`src/rtl/truth_table_sweeper_pkg.sv`:
```
// ---------------------------------------------------------------------------
// truth_table_sweeper_pkg : shared encodings for the truth-table sweeper
// Revision: 1.0
// ---------------------------------------------------------------------------
`default_nettype none

package truth_table_sweeper_pkg;

  localparam int N_VECTORS = 16;
  localparam int VEC_W     = 4;

  typedef enum logic [1:0] {
    ST_IDLE   = 2'd0,
    ST_DRIVE  = 2'd1,
    ST_SAMPLE = 2'd2,
    ST_DONE   = 2'd3
  } state_e;

endpackage

`default_nettype wire

```
`src/rtl/truth_table_sweeper_slice.sv`:
```
// ---------------------------------------------------------------------------
// tt_sweep_slice : per-implementation truth-table capture and sticky mismatch
// Revision: 1.0
// ---------------------------------------------------------------------------
`default_nettype none

module tt_sweep_slice
  import truth_table_sweeper_pkg::*;
(
  input  logic                 clk,
  input  logic                 reset,
  input  logic [VEC_W-1:0]     vec,
  input  logic                 sample_en,
  input  logic                 clear,
  input  logic                 impl_bit,
  input  logic                 exp_bit,
  output logic [N_VECTORS-1:0] cap,
  output logic                 mis,
  output logic                 sticky
);

  logic [N_VECTORS-1:0] cap_q, cap_d;
  logic                 sticky_q, sticky_d;

  assign mis    = impl_bit ^ exp_bit;
  assign cap    = cap_q;
  assign sticky = sticky_q;

  always_comb begin
    cap_d    = cap_q;
    sticky_d = sticky_q;
    if (clear) begin
      cap_d    = '0;
      sticky_d = 1'b0;
    end else if (sample_en) begin
      cap_d[vec] = impl_bit;
      sticky_d   = sticky_q | mis;
    end
  end

  always_ff @(posedge clk or posedge reset) begin
    if (reset) begin
      cap_q    <= '0;
      sticky_q <= 1'b0;
    end else begin
      cap_q    <= cap_d;
      sticky_q <= sticky_d;
    end
  end

endmodule

`default_nettype wire

```
`src/rtl/truth_table_sweeper.sv`:
```
// ---------------------------------------------------------------------------
// truth_table_sweeper : exhaustive 4-input sweep checking N_IMPL implementations
// Revision: 1.0
// ---------------------------------------------------------------------------
`default_nettype none

module truth_table_sweeper
  import truth_table_sweeper_pkg::*;
#(
  parameter int N_IMPL = 6,
  parameter int SETTLE = 1
) (
  input  logic                 clk,
  input  logic                 reset,
  input  logic                 start,
  input  logic                 abort,
  input  logic [15:0]          expected,
  output logic [3:0]           vec,
  input  logic [N_IMPL-1:0]    impl_out,
  output logic                 busy,
  output logic                 done,
  output logic                 pass,
  output logic [N_IMPL-1:0]    fail_mask,
  output logic [3:0]           first_fail_vec,
  output logic                 first_fail_vld,
  input  logic [3:0]           tt_sel,
  output logic [15:0]          tt_out
);

  localparam int                 CNT_W       = $clog2(SETTLE + 1);
  localparam logic [CNT_W-1:0]   SETTLE_LAST = CNT_W'(SETTLE - 1);
  localparam logic [VEC_W-1:0]   LAST_VEC    = VEC_W'(N_VECTORS - 1);

  state_e                 state_q, state_d;
  logic [VEC_W-1:0]       vec_q, vec_d;
  logic [CNT_W-1:0]       cnt_q, cnt_d;
  logic [N_VECTORS-1:0]   exp_q, exp_d;
  logic                   busy_q, busy_d;
  logic                   done_q, done_d;
  logic                   pass_q, pass_d;
  logic [VEC_W-1:0]       ffv_q, ffv_d;
  logic                   ffvld_q, ffvld_d;

  logic                   sample_en;
  logic                   clear_caps;
  logic [N_IMPL-1:0]      mis_w;
  logic [N_IMPL-1:0]      sticky_w;
  logic [N_VECTORS-1:0]   cap_w [N_IMPL];

  assign vec            = vec_q;
  assign busy           = busy_q;
  assign done           = done_q;
  assign pass           = pass_q;
  assign fail_mask      = sticky_w;
  assign first_fail_vec = ffv_q;
  assign first_fail_vld = ffvld_q;

  generate
    for (genvar k = 0; k < N_IMPL; k++) begin : g_slice
      tt_sweep_slice u_slice (
        .clk       (clk),
        .reset     (reset),
        .vec       (vec_q),
        .sample_en (sample_en),
        .clear     (clear_caps),
        .impl_bit  (impl_out[k]),
        .exp_bit   (exp_q[vec_q]),
        .cap       (cap_w[k]),
        .mis       (mis_w[k]),
        .sticky    (sticky_w[k])
      );
    end
  endgenerate

  always_comb begin
    state_d    = state_q;
    vec_d      = vec_q;
    cnt_d      = cnt_q;
    exp_d      = exp_q;
    busy_d     = busy_q;
    done_d     = 1'b0;
    pass_d     = pass_q;
    ffv_d      = ffv_q;
    ffvld_d    = ffvld_q;
    sample_en  = 1'b0;
    clear_caps = 1'b0;

    // Abort wins over everything except IDLE; partial results stay visible.
    if (abort && (state_q != ST_IDLE)) begin
      state_d = ST_IDLE;
      vec_d   = '0;
      cnt_d   = '0;
      busy_d  = 1'b0;
      pass_d  = 1'b0;
    end else begin
      case (state_q)
        ST_IDLE: begin
          if (start && !abort) begin
            exp_d      = expected;
            clear_caps = 1'b1;
            pass_d     = 1'b0;
            ffvld_d    = 1'b0;
            vec_d      = '0;
            cnt_d      = '0;
            busy_d     = 1'b1;
            state_d    = ST_DRIVE;
          end
        end
        ST_DRIVE: begin
          if (cnt_q == SETTLE_LAST) begin
            cnt_d   = '0;
            state_d = ST_SAMPLE;
          end else begin
            cnt_d = cnt_q + 1'b1;
          end
        end
        ST_SAMPLE: begin
          sample_en = 1'b1;
          if ((|mis_w) && !ffvld_q) begin
            ffv_d   = vec_q;
            ffvld_d = 1'b1;
          end
          if (vec_q == LAST_VEC) begin
            done_d  = 1'b1;
            pass_d  = ~|(sticky_w | mis_w);
            state_d = ST_DONE;
          end else begin
            vec_d   = vec_q + 1'b1;
            state_d = ST_DRIVE;
          end
        end
        ST_DONE: begin
          busy_d  = 1'b0;
          state_d = ST_IDLE;
        end
        default: begin
          state_d = ST_IDLE;
          busy_d  = 1'b0;
        end
      endcase
    end
  end

  always_ff @(posedge clk or posedge reset) begin
    if (reset) begin
      state_q <= ST_IDLE;
      vec_q   <= '0;
      cnt_q   <= '0;
      exp_q   <= '0;
      busy_q  <= 1'b0;
      done_q  <= 1'b0;
      pass_q  <= 1'b0;
      ffv_q   <= '0;
      ffvld_q <= 1'b0;
    end else begin
      state_q <= state_d;
      vec_q   <= vec_d;
      cnt_q   <= cnt_d;
      exp_q   <= exp_d;
      busy_q  <= busy_d;
      done_q  <= done_d;
      pass_q  <= pass_d;
      ffv_q   <= ffv_d;
      ffvld_q <= ffvld_d;
    end
  end

  always_comb begin
    tt_out = '0;
    for (int k = 0; k < N_IMPL; k++) begin
      if (tt_sel == VEC_W'(k)) tt_out = cap_w[k];
    end
  end

endmodule

`default_nettype wire

```
`config.mk`:
```
export PLATFORM = sky130hd
export DESIGN_NAME = truth_table_sweeper
export DESIGN_NICKNAME = d
export VERILOG_FILES = /design/src/rtl/truth_table_sweeper_pkg.sv /design/src/rtl/truth_table_sweeper_slice.sv /design/src/rtl/truth_table_sweeper.sv
export SDC_FILE = /design/constraint.sdc
export NUM_CORES = 1
export LEC_CHECK = 0
export ABC_AREA = 1
export BUFFER_PORTS_ARGS = -buffer_cell sky130_fd_sc_hd__buf_2
export CAP_MARGIN = 30
export CORE_AREA = 2 2 148 150
export DETAILED_ROUTE_END_ITERATION = 7
export DIE_AREA = 0 0 150 152
export GPL_ROUTABILITY_DRIVEN = 0
export GPL_TIMING_DRIVEN = 1
export PLACE_DENSITY = 0.61
export SYNTH_ARGS = -nofsm -noshare
export SYNTH_HDL_FRONTEND = slang
export SYNTH_HIERARCHICAL = 1
export SYNTH_SLANG_ARGS = --single-unit
```
`constraint.sdc`:
```
create_clock -name clk -period 2.8 [get_ports clk]
set_input_delay 0 -clock clk [delete_from_list [all_inputs] [get_ports clk]]
set_output_delay 0 -clock clk [all_outputs]
set_load 0.01 [all_outputs]
```
==> flow_summary.toml, run 1 <==
[timing]
worst-slew-pin-transition_ps = 903
slew_headroom_pct = 39.8
setup-tns-final_ps = 0
max_freq_ghz = 0.415
timing.final.max_slew_violations = 0
finalCriticalPeriod_ps = 2410
finalHoldViolations = 0
setup_violations = 0
setup_repair_after_global_routing_missed_its_margin = "false"
fin_worst_skew_ps = 8.61
final_critical_path_share_of_the_clock_period_pct = 86.0

[synth]
avgSynthCellArea_sq_um = 6.45
synthCells = 1301
synth-seq-area-share_pct = 39.3
postSynthRegisterBits = 132
synth_warnings = 6
synth_top_area_share_pct = 39.3
synth_area_leader_cell = "sky130_fd_sc_hd__dfrtp_1"
mappedNetlistNets = 1332
top_post_synthesis_cells_by_area = "sky130_fd_sc_hd__dfrtp_1 39%, sky130_fd_sc_hd__nand2_1 18%, sky130_fd_sc_hd__nand3_1 12%"
yosys.cell_types.count = 25
synthesis.area_sq_mm = 0.00840

[cells_and_area]
drive_above_1_share_pct = 10.9
diodes = 0
final_common_cell = "sky130_fd_sc_hd__nand2_1"
syn2layout_area_growth_pct = 16.8
most-common-layout-cells = "397 x sky130_fd_sc_hd__nand2_1, 232 x sky130_fd_sc_hd__inv_1, 203 x sky130_fd_sc_hd__nand3_1, 173 x sky130_fd_sc_hd__nor2_1, 130 x sky130_fd_sc_hd__dfrtp_1"
number_of_filler_instances_in_the_final_layout = 2322
layout.nets = 1418

[run_status]
run_status = "finished clean"

[placed_design]
hpwl_um = 17500
port_buffers = 63

[global_route]
use_met2_pct = 36.2
global_route.overflow_total = 0
track_usage_pct = 22.4
grt_antenna_before_repair = 0
grt_pass1_vias = 7831
use_met3_pct = 3.42
grt_pass1_wl_um = 40200
grt_most_used_layer = "met2"
met1_usage_pct = 30.5
grt_max_degree = 40

[drt]
initialDrtViolationCount = 654
routed_wl_um = 24300
drt-vias-per-instance = 4.86
drt-wirelength-per-cell_um = 14.5
ant_nets = 0
drt_pass1_iterations = 6
route.vias.total = 8166
drc_violations_left = 0

[cts]
clock_tree_from_tritoncts = "built"
clkLatencyLatePin_ps = 440
clockBufferDepth = 2
clk_root_buffer_cell = "sky130_fd_sc_hd__clkbuf_16"
cts.sink_count = 132
cts_buffers = 17
ctsResizeCount = 0
htreeDepth = 4
worst_setup_hold_path_clk_slew_ps = 60

[floorplan]
rows = 54
die-height_um = 152
die_width_um = 150
core_area_sq_mm = 0.0214
starting_density_of_the_core_pct = 39.3
top_level_ports = 64
die_area_sq_mm = 0.0228

[setup_path]
r2r.worst_path.cells = 14
worstPathArrival_ps = 2770
worst_ep_required_time_ps = 3170
path_max_fanout = 15
timing.critical_path.from_type = "flip-flop"
timing.setup.critical_path_class = "reg2reg"
endpoint_kind = "flip-flop"

[power_and_ir_drop]
ir_drop_worst_case_vdd_uv = 410
fin_total_pwr_mw = 5.39
total_leakage_power_nw = 5.55
power.density_mw_per_mm2 = 550

[flow_run]
max_cap_violations = 0

[min_path]
timing.hold.worst.class = "in2reg"
min_delay_path_depth = 5
==> report_power, final <==
part	internal (mW)	leakage [nW]	switching, mW
Clock	1.36	0.291	0.966
Sequential	2.03	1.80	0.0999
Combinational	0.286	3.46	0.652
==> registers in the layout (all words and copies together) (netlist names) <==
signal	count
exp_q	16
done	1
busy	1
first_fail_vld	1
g_slice.u_slice/sticky	6
state_q	2
g_slice.u_slice/cap	96
pass	1
vec	4
first_fail_vec	4
==> critical path: stages, from the launching register on <==
cell	delay, ps
sky130_fd_sc_hd__dfrtp_2	460
sky130_fd_sc_hd__buf_4	250
sky130_fd_sc_hd__nand2_1	70
sky130_fd_sc_hd__nand3b_1	90
sky130_fd_sc_hd__nand2_1	50
sky130_fd_sc_hd__nor2_1	90
sky130_fd_sc_hd__nand2_1	50
sky130_fd_sc_hd__nand2_1	280
sky130_fd_sc_hd__nand2_1	110
sky130_fd_sc_hd__and2_1	170
sky130_fd_sc_hd__nor2_1	100
sky130_fd_sc_hd__nand4_1	220
sky130_fd_sc_hd__nand3_1	240
sky130_fd_sc_hd__nand2_1	80
sky130_fd_sc_hd__nand2_1	70
==> layer usage <==
| layer | share of wire (%) | up-vias | wire length (um) |
|---|---|---|---|
| met3 | 4.5 | 44 | 1090 |
| met1 | 46 | 3752 | 11100 |
| met4 | 2.7 | 0 | 645 |
| met2 | 47 | 201 | 11500 |
| li1 | - | 4169 | - |
| met5 | 0 | - | 0 |
==> stage by stage <==
step / hold slack (ps) / std cells / setup slack, ps / cell area [sq um] / util (%)
floorplan: -73.9 / 1301 / 148 / 8400 / -
global placement: 207 / 1625 / 476 / 8960 / 42.0
detailed placement: 10.0 / 1626 / 399 / 8980 / 42.1
CTS: 22.3 / 1680 / 372 / 9810 / 45.9
global route: 46.0 / 1680 / 108 / 9810 / 45.9
finish: 26.2 / 1680 / 392 / 9810 / 45.9
==> synthesized netlist by cell type <==
master	number
sky130_fd_sc_hd__nand2_2	7
sky130_fd_sc_hd__buf_4	20
sky130_fd_sc_hd__a21oi_1	8
sky130_fd_sc_hd__buf_2	17
sky130_fd_sc_hd__ha_1	1
sky130_fd_sc_hd__clkbuf_1	1
sky130_fd_sc_hd__o21ai_0	36
sky130_fd_sc_hd__buf_6	6
sky130_fd_sc_hd__nand3b_1	1
sky130_fd_sc_hd__o21bai_1	12
sky130_fd_sc_hd__nand3_2	1
sky130_fd_sc_hd__nor2_2	9
sky130_fd_sc_hd__inv_2	3
sky130_fd_sc_hd__o211ai_1	1
sky130_fd_sc_hd__inv_1	232
sky130_fd_sc_hd__nor2_1	173
sky130_fd_sc_hd__nand3_1	203
sky130_fd_sc_hd__and2_1	6
sky130_fd_sc_hd__nor2_4	9
sky130_fd_sc_hd__o21ai_1	1
sky130_fd_sc_hd__dfrtp_1	132
sky130_fd_sc_hd__nand2_1	397
sky130_fd_sc_hd__o22ai_1	1
sky130_fd_sc_hd__nand4_1	23
sky130_fd_sc_hd__or2_2	1
==> path summary, 6_finish.rpt <==
check | from | slack [ps] | endpoint
setup / recovery | vec[0] | 390 | first_fail_vec[0]
max in group asynchronous | reset | 1980 | g_slice[4].u_slice/cap[1]
hold reg to reg | exp_q[7] | 480 | exp_q[7]
min in group asynchronous | reset | 110 | done
hold / removal | impl_out[3] | 30 | g_slice[3].u_slice/sticky
setup reg to reg | vec[0] | 390 | first_fail_vec[0]
==> cell families (layout without fill, tap and decap cells) <==
logic type,Yosys count,count (layout),share of synthesized area [%]
compound gates,59,59,3.92
flops,132,132,39.3
simple gates,830,830,42.4
buf+inv,279,378,14.2
fa+ha+maj,1,1,0.149
==> timing repair <==
action | CTS | global route
endpoints found under the hold margin | 157 | 0
buffers inserted | 0 | 0
hold buffers | 22 | 0
==> layout make-up <==
class / instances / area (sq um) / area share (%)
clock buffer: 18 / 439 / 4.48
sequential: 132 / 3310 / 33.7
inverter: 235 / 882 / 8.99
tap: 280 / 350 / 3.57
multi-input combinational: 890 / 3900 / 39.8
clock inverter: 14 / 165 / 1.68
timing repair buffer: 111 / 763 / 7.78
Note: power is estimated with default switching activity, not from simulation.
==> run 2: changes to the inputs <==
- PLACE_DENSITY: 0.61 -> 0.59
- clock period: 2.8 -> 2.7 ns (I/O delays scaled with it)
==> run 2 against run 1 <==
Wire length decreased by 1.5%; largest cell class unchanged; via count fell by 2.5%; power rose by 3.5%.
==> flow_summary.toml, run 2 (synthesis results as in run 1) <==
[setup_path]
timing.setup.critical_path_class = "reg2reg"
endpoint_of_the_lowest_slack_register_to_register_path = "first_fail_vec[3]"
critPathSlowestCell = "sky130_fd_sc_hd__dfrtp_2"
worst_setup_path_startpoint = "vec[0]"
endpoint_kind = "flip-flop"
regToRegSetupSlack_ps = 430
timing.critical_path.buf_inv = 1
r2r.worst_path.cells = 14
worstPathArrival_ps = 2630
crit_path_cell_trace = "inv_1 -> nand2_1 -> nand3_1 -> nand2_1 -> nor2_1 -> nand2_1 -> nand2_2 -> nand2_1 -> and2_1 -> nor2_1 -> nand4_1 -> nand3_1 -> nand2_1 -> nand2_1"
reg2reg_from = "vec[0]"
worst_ep_required_time_ps = 3060
worst_path_most_repeated_cell = "sky130_fd_sc_hd__nand2_1"
worst_path_largest_cell_delay_ps = 480
timing.critical_path.from_type = "flip-flop"
path_delay_family = "simple AND/OR/NAND/NOR gates"
path_max_fanout = 13

[floorplan]
starting_density_of_the_core_pct = 39.3
die-height_um = 152
top_level_ports = 64
rows = 54
die_width_um = 150
die_area_sq_mm = 0.0228
core_area_sq_mm = 0.0214

[timing]
final_critical_path_share_of_the_clock_period_pct = 84.0
setup_repair_after_global_routing_missed_its_margin = "false"
timing.final.max_slew_violations = 0
finalHoldViolations = 0
finalCriticalPeriod_ps = 2270
max_freq_ghz = 0.441
worst-slew-pin-transition_ps = 766
setup_violations = 0
setup-tns-final_ps = 0
fin_worst_skew_ps = 14.0
slew_headroom_pct = 48.9

[drt]
initialDrtViolationCount = 608
uppermost_signal_routing_layer_after_detailed_routing = "met4"
met2_length_um = 11300
met3RoutedLength_um = 1130
routed_wl_um = 23900
ant_nets = 0
route.vias.total = 7961
drt-wirelength-per-cell_um = 14.3
drt_pass1_iterations = 5
drt-vias-per-instance = 4.76
drt-met1-wl_um = 11100
drc_violations_left = 0

[cts]
clock_tree_from_tritoncts = "built"
worst_setup_hold_path_clk_slew_ps = 70
clk_root_buffer_cell = "sky130_fd_sc_hd__clkbuf_16"
cts.sink_count = 132
clkLatencyLatePin_ps = 430
clockBufferDepth = 2
cts_buffers = 17
htreeDepth = 4

[cells_and_area]
multi_input_area_sq_mm = 0.00391
flip_flop_count_of_the_largest_register_all_copies_and_words_added = 96
drive_above_1_share_pct = 10.4
syn2layout_area_growth_pct = 15.8
final_common_cell = "sky130_fd_sc_hd__nand2_1"
number_of_filler_instances_in_the_final_layout = 2338
diodes = 0
layout.nets = 1410
register_area_sq_mm = 0.00331
most-common-layout-cells = "396 x sky130_fd_sc_hd__nand2_1, 232 x sky130_fd_sc_hd__inv_1, 203 x sky130_fd_sc_hd__nand3_1, 173 x sky130_fd_sc_hd__nor2_1, 130 x sky130_fd_sc_hd__dfrtp_1"

[min_path]
timing.hold.worst.class = "in2reg"
worstHoldEndpoint = "g_slice[4].u_slice/sticky"
min_delay_path_depth = 4
hold_start = "impl_out[4]"

[flow_run]
max_cap_violations = 0

[global_route]
grt_pass1_wl_um = 39200
global_route.overflow_total = 0
grt_antenna_before_repair = 0
track_usage_pct = 21.9
grt_max_degree = 44
grt_pass1_vias = 7478

[run_status]
run_status = "finished clean"

[placed_design]
hpwl_um = 17300
port_buffers = 63

[power_and_ir_drop]
ir_drop_worst_case_vdd_uv = 430
power.density_mw_per_mm2 = 574
fin_total_pwr_mw = 5.58
total_leakage_power_nw = 5.50
-- run 2: what timing repair did --
item | CTS | global route
endpoints found under the hold margin | 157 | 0
setup buffers | 0 | 0
resized for setup | 0 | 1
endpoints found under the setup margin | 0 | 5
hold buffers | 22 | 0
-- run 2: worst max path at each step --
stage | slack [ps] | end | cells after the start
floorplan | 50 | first_fail_vld | 13
global placement | 440 | first_fail_vld | 13
detailed placement | 350 | first_fail_vld | 13
CTS | 340 | first_fail_vec[3] | 14
global route | 80 | first_fail_vec[3] | 14
finish | 430 | first_fail_vec[3] | 14
-- run 2: worst reg2reg max path, stage by stage (launching register included) --
cell,delay (ps)
sky130_fd_sc_hd__dfrtp_2,480
sky130_fd_sc_hd__inv_1,180
sky130_fd_sc_hd__nand2_1,70
sky130_fd_sc_hd__nand3_1,90
sky130_fd_sc_hd__nand2_1,50
sky130_fd_sc_hd__nor2_1,90
sky130_fd_sc_hd__nand2_1,60
sky130_fd_sc_hd__nand2_2,190
sky130_fd_sc_hd__nand2_1,110
sky130_fd_sc_hd__and2_1,160
sky130_fd_sc_hd__nor2_1,110
sky130_fd_sc_hd__nand4_1,230
sky130_fd_sc_hd__nand3_1,230
sky130_fd_sc_hd__nand2_1,80
sky130_fd_sc_hd__nand2_1,60
-- run 2: routing by layer --
layer,global-route usage [%],vias to the layer above
met5,0,-
met4,5.30,0
met3,3.87,23
met2,35.6,170
met1,30.4,3624
li1,-,4144
-- run 2: area by class of cell --
class / instances / share of cell area, %
Multi-Input combinational cell: 890 / 40.2
Sequential cell: 132 / 34.0
Inverter: 235 / 9.07
Timing Repair Buffer: 103 / 6.90
Clock buffer: 18 / 4.41
Tap cell: 280 / 3.60
Clock inverter: 14 / 1.84
-- run 2: report_power, final --
group	internal [mW]	switching [mW]
registers	2.10	0.0973
logic	0.285	0.673
clock network	1.47	0.957
total	3.85	1.73
-- run 2: metrics by stage --
stage	hold slack (ps)	instance area [sq um]	util, %	instances	setup WS [ps]
finish	10.3	9720	45.5	1672	432
global route	47.8	9720	45.5	1672	75.8
CTS	2.56	9720	45.5	1672	338
detailed placement	186	8890	41.6	1618	350
global placement	184	8890	41.6	1618	436
floorplan	-73.9	8400	-	1301	47.8
==> run 3: changes to the inputs <==
- clock period: 2.7 -> 2.2 ns (I/O delays scaled with it)
==> run 3 against run 2 <==
Wire length up 2.5%; power up 28%; sequential power up 23%; hold slack better by 15 ps; sequential cell count unchanged; core utilization up 0.88 points; global-route usage up 0.15 points; clock skew down 4.6 ps; maximum frequency up 7.5%; sequential share of layout area down 0.56 points; first-iteration DRC count down 9.0%; critical endpoint is now first_fail_vec[2]; largest power group unchanged.
==> flow_summary.toml, run 3 (synthesis results as in run 1) <==
[timing]
worst_hold_slack_ps = 25.4
finalHoldViolations = 0
setup_repair_after_global_routing_missed_its_margin = "true"
max_freq_ghz = 0.474
fin_worst_skew_ps = 9.38
setup_violations = 0
finalCriticalPeriod_ps = 2110
final_critical_path_share_of_the_clock_period_pct = 95.9
slew_headroom_pct = 47.3
worst-slew-pin-transition_ps = 790
timing.final.max_slew_violations = 0
setup_ws_ps = 89.7
setup-tns-final_ps = 0

[global_route]
grt_max_degree = 61
grt_pass1_wl_um = 39500
grt_antenna_before_repair = 0
grt_pass1_vias = 7545
global_route.overflow_total = 0
track_usage_pct = 22.1

[drt]
drc_violations_left = 0
initialDrtViolationCount = 553
drt_pass1_iterations = 6
drt-wirelength-per-cell_um = 14.6
routed_wl_um = 24500
route.vias.total = 8170
ant_nets = 0
drt-vias-per-instance = 4.86

[run_status]
run_status = "finished clean"

[cells_and_area]
layout.nets = 1420
flip_flop_count_of_the_largest_register_all_copies_and_words_added = 96
diodes = 0
drive_above_1_share_pct = 12.8
final_common_cell = "sky130_fd_sc_hd__nand2_1"
final_cells = 1682
most-common-layout-cells = "390 x sky130_fd_sc_hd__nand2_1, 227 x sky130_fd_sc_hd__inv_1, 201 x sky130_fd_sc_hd__nand3_1, 169 x sky130_fd_sc_hd__nor2_1, 129 x sky130_fd_sc_hd__dfrtp_1"
syn2layout_area_growth_pct = 18.1

[cts]
worst_setup_hold_path_clk_slew_ps = 70
clockBufferDepth = 2
cts.sink_count = 132
htreeDepth = 4
clkLatencyLatePin_ps = 420
cts_buffers = 17
clk_root_buffer_cell = "sky130_fd_sc_hd__clkbuf_16"
clock_tree_from_tritoncts = "built"

[setup_path]
timing.setup.critical_path_class = "reg2reg"
reg2reg_from = "vec[0]"
endpoint_kind = "flip-flop"
endpoint_of_the_lowest_slack_register_to_register_path = "first_fail_vec[2]"
regToRegSetupSlack_ps = 90
worst_setup_path_startpoint = "vec[0]"
timing.critical_path.from_type = "flip-flop"
crit_path_end = "first_fail_vec[2]"
r2r.worst_path.cells = 13
path_max_fanout = 7
worst_ep_required_time_ps = 2510
worstPathArrival_ps = 2420

[floorplan]
die-height_um = 152
die_area_sq_mm = 0.0228
core_area_sq_mm = 0.0214
top_level_ports = 64
starting_density_of_the_core_pct = 39.3
die_width_um = 150
rows = 54

[placed_design]
placed_cells_incl_taps = 1622
hpwl_um = 17300
port_buffers = 63
place_worst_setup_slack_ps = 25.9

[power_and_ir_drop]
total_leakage_power_nw = 5.58
fin_total_pwr_mw = 7.15
power.density_mw_per_mm2 = 721
ir_drop_worst_case_vdd_uv = 435

[flow_run]
max_cap_violations = 0

[min_path]
min_delay_path_depth = 4
timing.hold.worst.class = "in2reg"
run 3: cell count changes in the layout (fill, tap and decap cells not counted), moves of 3 or more:
cell	previous run	this run
sky130_fd_sc_hd__and2_4	0	4
sky130_fd_sc_hd__nor2_2	9	12
sky130_fd_sc_hd__dfrtp_4	0	3
sky130_fd_sc_hd__buf_4	18	25
sky130_fd_sc_hd__nand2_2	8	13
sky130_fd_sc_hd__nor2_1	173	169
sky130_fd_sc_hd__inv_1	232	227
sky130_fd_sc_hd__nand2_1	396	390
sky130_fd_sc_hd__and2_1	6	2
sky130_fd_sc_hd__inv_2	3	7
run 3: final cells by class:
type | instances | area [sq um]
flip-flops and latches | 132 | 3310
clock buffers | 18 | 429
inverters | 235 | 885
repair buffers | 112 | 764
clock inverters | 14 | 193
multi-input cells | 891 | 3980
fillers | 2250 | 11400
well taps | 280 | 350
run 3: critical path, stage by stage, from the launching register on:
cell	delay [ps]
sky130_fd_sc_hd__dfrtp_4	520
sky130_fd_sc_hd__buf_6	150
sky130_fd_sc_hd__o211ai_1	180
sky130_fd_sc_hd__nand3_1	120
sky130_fd_sc_hd__nand2_2	140
sky130_fd_sc_hd__nand2_4	90
sky130_fd_sc_hd__inv_2	60
sky130_fd_sc_hd__nand2_2	40
sky130_fd_sc_hd__and2_4	160
sky130_fd_sc_hd__nor2_4	90
sky130_fd_sc_hd__nand4_1	120
sky130_fd_sc_hd__buf_4	180
sky130_fd_sc_hd__nand4_1	70
sky130_fd_sc_hd__nand2_1	60
run 3: repair_timing:
| action | CTS | global route |
|---|---|---|
| resized for setup | 0 | 26 |
| pin swaps | 2 | 14 |
| endpoints found under the setup margin | 1 | 6 |
| hold buffers | 21 | 0 |
| buffers inserted | 1 | 5 |
| gates cloned | 0 | 1 |
| hold endpoints to repair | 155 | 0 |
run 3: how the worst min path moves through the flow:
stage,startpoint,to,slack (ps)
CTS,impl_out[0],g_slice[0].u_slice/sticky,10
detailed placement,reset,state_q[0],200
global route,impl_out[0],g_slice[0].u_slice/sticky,20
floorplan,reset,g_slice[0].u_slice/cap[0],-70
global placement,reset,first_fail_vec[0],190
finish,impl_out[0],g_slice[0].u_slice/sticky,30
run 3: power by group:
part | leakage (nW) | internal, mW | switching, mW
sequential | 1.80 | 2.58 | 0.120
clock | 0.302 | 1.83 | 1.21
combinational | 3.48 | 0.473 | 0.935
total | 5.58 | 4.88 | 2.26
run 3: layer usage:
layer  up-vias  wire, um  share of wire [%]  global-route usage (%)
met4         0       414                1.7                    6.51
met2       190     11600                 47                    36.1
met1      3789     11300                 46                    30.3
met5         -         0                  0                       0
li1       4160         -                  -                       -
met3        31      1140                4.6                    3.45
run 3: per-stage QoR:
stage                     utilization, %  area (sq um)
after detailed placement            42.0          8960
final                               46.4          9910
after CTS                           45.9          9800
after global placement              42.0          8960
after floorplan                        -          8420
after global routing                46.4          9910
